File: src/rtl/conv_ctrl_pkg.sv
// Shared types and size helpers for the image memory frame controller.
// Holds the frame state encoding and the 16-bit memory address type.
package conv_ctrl_pkg;

  typedef logic [15:0] addr_t;

  typedef enum logic [2:0] {
    IDLE,
    CLEAR,
    LOAD,
    REQ,
    WAIT,
    WRITE,
    UNLOAD,
    FINISH
  } state_t;

  function automatic int imageBytes(input int bits);
    return bits / 8;
  endfunction

  function automatic int outWords(input int bits);
    return bits / 32;
  endfunction

endpackage

File: src/rtl/uno_edge_detect.sv
// Registers the divided Uno link clock and flags its edges.
// Ports: clk, rst_n, unoClk in; rise/fall are 1-cycle pulses.
module uno_edge_detect (
  input  logic clk,
  input  logic rst_n,
  input  logic unoClk,
  output logic rise,
  output logic fall
);

  logic unoPrev;

  always_ff @(posedge clk or negedge rst_n) begin
    if (!rst_n) unoPrev <= 1'b0;
    else        unoPrev <= unoClk;
  end

  assign rise = unoClk & ~unoPrev;
  assign fall = ~unoClk & unoPrev;

endmodule

File: src/rtl/conv_mem_sequencer.sv
// Frame controller: clear, serial load, per-word engine compute, unload.
// Ports: memory flags/address out, engine start/index, Busy/FrameDone/Error.
import conv_ctrl_pkg::*;

module conv_mem_sequencer #(
  parameter int MaxImageSize = 1280,
  parameter int EngTimeout   = 1023
) (
  input  logic        clk,
  input  logic        Reset_n,
  input  logic        UnoClk,
  input  logic        Go,
  input  logic        EngDone,
  input  logic [15:0] EngReadAddr,
  output logic        MemReset,
  output logic        StartFlag,
  output logic        WriteFlag,
  output logic        DoneFlag,
  output logic [15:0] MemAddress,
  output logic        EngStart,
  output logic [15:0] EngIndex,
  output logic        Busy,
  output logic        FrameDone,
  output logic        Error
);

  localparam int BW = $clog2(MaxImageSize + 1);
  localparam int TW = $clog2(EngTimeout + 1);

  localparam addr_t ImgBytes =
    addr_t'(imageBytes(MaxImageSize));
  localparam logic [15:0] LastWord =
    16'(outWords(MaxImageSize) - 1);
  localparam logic [BW-1:0] LastBit =
    BW'(MaxImageSize - 1);
  localparam logic [TW-1:0] ToLast =
    TW'(EngTimeout - 1);

  state_t        state, stateNext;
  logic [BW-1:0] loadCnt, loadCntNext;
  logic [BW-1:0] bitCnt, bitCntNext;
  logic [15:0]   wordCnt, wordCntNext;
  logic [TW-1:0] toCnt, toCntNext;
  logic          errQ, errNext;
  logic          unoRise, unoFall;

  uno_edge_detect uEdge (
    .clk    (clk),
    .rst_n  (Reset_n),
    .unoClk (UnoClk),
    .rise   (unoRise),
    .fall   (unoFall)
  );

  always_ff @(posedge clk or negedge Reset_n) begin
    if (!Reset_n) begin
      state   <= IDLE;
      loadCnt <= '0;
      bitCnt  <= '0;
      wordCnt <= '0;
      toCnt   <= '0;
      errQ    <= 1'b0;
    end else begin
      state   <= stateNext;
      loadCnt <= loadCntNext;
      bitCnt  <= bitCntNext;
      wordCnt <= wordCntNext;
      toCnt   <= toCntNext;
      errQ    <= errNext;
    end
  end

  always_comb begin
    stateNext   = state;
    loadCntNext = loadCnt;
    bitCntNext  = bitCnt;
    wordCntNext = wordCnt;
    toCntNext   = toCnt;
    errNext     = errQ;
    MemReset    = 1'b0;
    StartFlag   = 1'b0;
    WriteFlag   = 1'b0;
    DoneFlag    = 1'b0;
    MemAddress  = '0;
    EngStart    = 1'b0;
    FrameDone   = 1'b0;
    unique case (state)
      IDLE: begin
        if (Go) begin
          stateNext = CLEAR;
          errNext   = 1'b0;
        end
      end
      CLEAR: begin
        MemReset    = 1'b1;
        loadCntNext = '0;
        stateNext   = LOAD;
      end
      LOAD: begin
        // The exit cycle still has StartFlag high so the
        // memory captures the final bit on that edge.
        StartFlag = 1'b1;
        if (unoRise) begin
          if (loadCnt == LastBit) begin
            loadCntNext = '0;
            wordCntNext = '0;
            stateNext   = REQ;
          end else begin
            loadCntNext = loadCnt + 1'b1;
          end
        end
      end
      REQ: begin
        EngStart  = 1'b1;
        toCntNext = '0;
        stateNext = WAIT;
      end
      WAIT: begin
        MemAddress = EngReadAddr;
        // A done pulse on the final cycle beats the timeout.
        if (EngDone) begin
          stateNext = WRITE;
        end else if (toCnt == ToLast) begin
          errNext   = 1'b1;
          stateNext = FINISH;
        end else begin
          toCntNext = toCnt + 1'b1;
        end
      end
      WRITE: begin
        WriteFlag  = 1'b1;
        MemAddress = ImgBytes + {wordCnt[13:0], 2'b00};
        if (wordCnt == LastWord) begin
          bitCntNext = '0;
          stateNext  = UNLOAD;
        end else begin
          wordCntNext = wordCnt + 1'b1;
          stateNext   = REQ;
        end
      end
      UNLOAD: begin
        // One shift per link period, on its falling edge.
        if (unoFall) begin
          DoneFlag = 1'b1;
          if (bitCnt == LastBit) stateNext = FINISH;
          else bitCntNext = bitCnt + 1'b1;
        end
      end
      FINISH: begin
        FrameDone = 1'b1;
        stateNext = IDLE;
      end
      default: stateNext = IDLE;
    endcase
  end

  assign EngIndex = wordCnt;
  assign Busy     = (state != IDLE);
  assign Error    = errQ;

endmodule

File: config.mk
export PLATFORM = sky130hd
export DESIGN_NAME = conv_mem_sequencer
export DESIGN_NICKNAME = d
export VERILOG_FILES = /design/src/rtl/conv_ctrl_pkg.sv /design/src/rtl/uno_edge_detect.sv /design/src/rtl/conv_mem_sequencer.sv
export SDC_FILE = /design/constraint.sdc
export NUM_CORES = 1
export LEC_CHECK = 0
export BUFFER_PORTS_ARGS = -buffer_cell sky130_fd_sc_hd__buf_2
export CORE_MARGIN = 2
export CORE_UTILIZATION = 50
export CTS_BUF_LIST = sky130_fd_sc_hd__clkbuf_4 sky130_fd_sc_hd__clkbuf_8
export DETAILED_ROUTE_END_ITERATION = 6
export GPL_TIMING_DRIVEN = 0
export PLACE_DENSITY = 0.73
export RECOVER_POWER = 100
export SLEW_MARGIN = 20
export SYNTH_ARGS = -nofsm -noshare
export SYNTH_HDL_FRONTEND = slang
export SYNTH_HIERARCHICAL = 1
export SYNTH_SLANG_ARGS = --single-unit
File: constraint.sdc
create_clock -name clk -period 1.7 [get_ports clk]
set_input_delay 0.255 -clock clk [delete_from_list [all_inputs] [get_ports clk]]
set_output_delay 0.255 -clock clk [all_outputs]
set_load 0.02 [all_outputs]
==> metrics.yaml <==
setup_path:
  path_max_fanout: 7
  reg2reg_depth: 7
  timing.rr.start: "state[2]$_DFFE_PN0P_"
  critPathKind: "register to output pin"
  cp.required_ns: 1.44
  reg2reg_to: "EngIndex[3]$_DFFE_PN0P_"
  startpoint: "state[0]$_DFFE_PN0P_"
  crit_path_end: "MemAddress[6]"
  cp_data_arrival_time_ns: 1.73
  startpoint_type: "register"
  end_kind: "output pin"
  r2r_slack_ns: -0.24
run_status:
  violations: "setup timing"
  status: "complete, but fails checks"
logic_synthesis:
  syn_nets: 430
  ys.flop_type: "dfrtp_1"
  synth-compound-area-share_pct: 24.8
  synthMuxAreaShare_pct: 0.596
  syn_area_per_cell_sq_um: 8.85
  yosys_warnings: 6
  synth_top_area_share_pct: 37.2
  yosys.area_share.simple_pct: 26.1
  syn_inst: 403
  yosys_register_bits: 53
  synth_cell_types: 73
  synthXorXnorAreaFrac_pct: 2.95
  synth_edf_count: 0
  async_reset_ff_share_pct: 100
  ys_seq_area_share_pct: 37.2
  netlist_area_sq_um: 3570
  yosys.area_share.adder_pct: 2.11
  synth_top_area_cell: "dfrtp_1"
  synth_top_family_by_area: "simple AND/OR/NAND/NOR gates"
  ys_top_cells_by_area: "dfrtp_1 (37%), a31oi_1 (5.1%), nand2_1 (4.5%)"
sta:
  rsz0062_at_grt: "yes"
  hold_violations: 0
  final-setup-viol-count: 70
  fin_worst_skew_ns: 0.0201
  slew_headroom_pct: 49.0
  timing.final.ws_setup_ns: -0.283
  worst_pin_slew_ns: 0.765
  period_share_pct: 117
  slew_viol_final: 0
  min_period_ns: 1.98
  fmax_mhz: 504
grt:
  track_usage_pct: 27.1
  grt_pass1_vias: 3470
  grt_max_degree: 54
  grt_antenna_before_repair: 0
  grt_pass1_wl_um: 16900
  overflow: 0
route:
  first_pass_iters: 6
  ant_nets: 0
  wl_per_cell_um: 21.1
  route.detailed.drc: 0
  drt_iter0_drc: 452
  routed-via-count: 4267
  drt_wl_total_um: 13800
  via_per_inst: 6.54
clock_network:
  cts-root-buf: "clkbuf_8"
  cts_made_buffers: 5
  cts_tree: "done"
  ctsHtreeMaxLevel: 2
  cts_max_path_buffers: 2
  path_clk_slew_ns: 0.10
  clk_latency_ns: 0.33
  cts_sinks: 53
die:
  rows: 30
  fp.coreArea_sq_um: 6830
  initial_core_util_pct: 52.2
  dieArea_sq_um: 7820
  die_h_um: 88.5
  dieWidth_um: 88.5
  io_pins: 61
placed_design:
  numPortBuffers: 60
  gp_congestion: 0.840
  place_ws_ns: -0.338
  hpwl_um: 6410
  postPlaceCellArea_sq_um: 4120
final_layout:
  final_core_util_pct: 82.1
  fin_area_sq_um: 5610
  final_common_cell: "buf_4"
  area_growth_pct: 57.2
  n_antenna_cell: 0
  layout_common_cells: "buf_4 (71), dfrtp_1 (41), buf_6 (41), nand2_1 (41), buf_2 (28)"
  drive_gt1_share_pct: 48.0
  nets: 582
power_and_ir_drop:
  p_leak_nw: 2.38
  irDropWorstVdd_mv: 0.590
  finalPower_mw: 2.77
  p_per_area_nw_per_um2: 495
worst_hold_path:
  hp-class: "primary input to register"
job:
  drv_cap: 0
-- state kept, by name, summed over array words and instances, names as in the netlist --
name / cells
loadCnt: 11
uEdge/unoPrev: 1
Error: 1
EngIndex: 16
bitCnt: 11
toCnt: 10
state: 3
-- critical path: stages (launching register included) --
cell	delay [ns]
dfrtp_1	0.44
buf_6	0.17
nand3b_1	0.19
inv_2	0.09
buf_8	0.14
a22o_4	0.24
buf_6	0.13
-- synth_stat cells (all sizes together), types with 4 or more instances --
cell     n
xor2     4
or3     10
clkbuf  11
nand3b   4
inv     12
xnor2    8
and3    11
a22o     8
nand3   11
a31oi   30
o21a     4
o21ai   31
o31ai    5
nand4   14
nand2b   6
and4     6
dfrtp   53
buf     12
ha       6
and2     4
nor2    25
nor4     5
a41oi    4
a21oi   19
nand2   43
nor3    10
-- cell families after synthesis --
group	count (synthesis)
fa+ha+maj	6
buf+inv	36
simple gates	163
mux	2
compound gates	131
flops	53
xor+xnor	12
-- layer usage --
metal	share of wire [%]	track usage, %	vias to the layer above
met5	0	0	-
met4	4.3	9.23	0
met3	8.8	3.26	61
met2	48	46.1	314
met1	38	35.8	2047
li1	-	-	1845
-- power by group --
| group | total [mW] | internal (mW) | switching [mW] |
|---|---|---|---|
| clock network | 0.760 | 0.304 | 0.456 |
| logic | 0.617 | 0.295 | 0.323 |
| registers | 1.40 | 1.32 | 0.0738 |
| total | 2.77 | 1.92 | 0.852 |
-- metrics by stage --
| step | hold slack [ns] | TNS, ns | instances |
|---|---|---|---|
| floorplan | -0.0406 | -1.05 | 403 |
| global placement | 0.385 | -8.73 | 559 |
| detailed placement | 0.344 | -10.72 | 559 |
| CTS | 0.0732 | -4.17 | 610 |
| global route | 0.0874 | -13.60 | 652 |
| finish | 0.0875 | -10.76 | 652 |
-- timing repair --
item / in CTS / in global routing
buffers inserted: 41 / 42
hold buffers: 1 / 0
hold endpoints to repair: 3 / 0
resized for setup: 85 / 102
pin swaps: 25 / 43
gates cloned: 3 / 1
endpoints found under the setup margin: 72 / 71
-- worst min path at each step --
stage	startpoint	endpoint	slack, ns	cells past startpoint
global route	UnoClk	uEdge/unoPrev$_DFF_PN0_	0.09	1
floorplan	Reset_n	EngIndex[0]$_DFFE_PN0P_	-0.04	0
global placement	UnoClk	uEdge/unoPrev$_DFF_PN0_	0.39	1
finish	UnoClk	uEdge/unoPrev$_DFF_PN0_	0.09	1
detailed placement	Reset_n	loadCnt[0]$_DFFE_PN0P_	0.34	1
CTS	UnoClk	uEdge/unoPrev$_DFF_PN0_	0.07	1
-- area by class of cell --
class / instances / area, sq um
Clock inverter: 2 / 10.0
Multi-Input combinational cell: 315 / 2600
Sequential cell: 53 / 1340
Fill cell: 388 / 1230
Inverter: 12 / 47.5
Buffer: 21 / 231
Tap cell: 96 / 120
Clock buffer: 6 / 76.3
Timing Repair Buffer: 147 / 1180
Power figures use the tool's default switching activity.
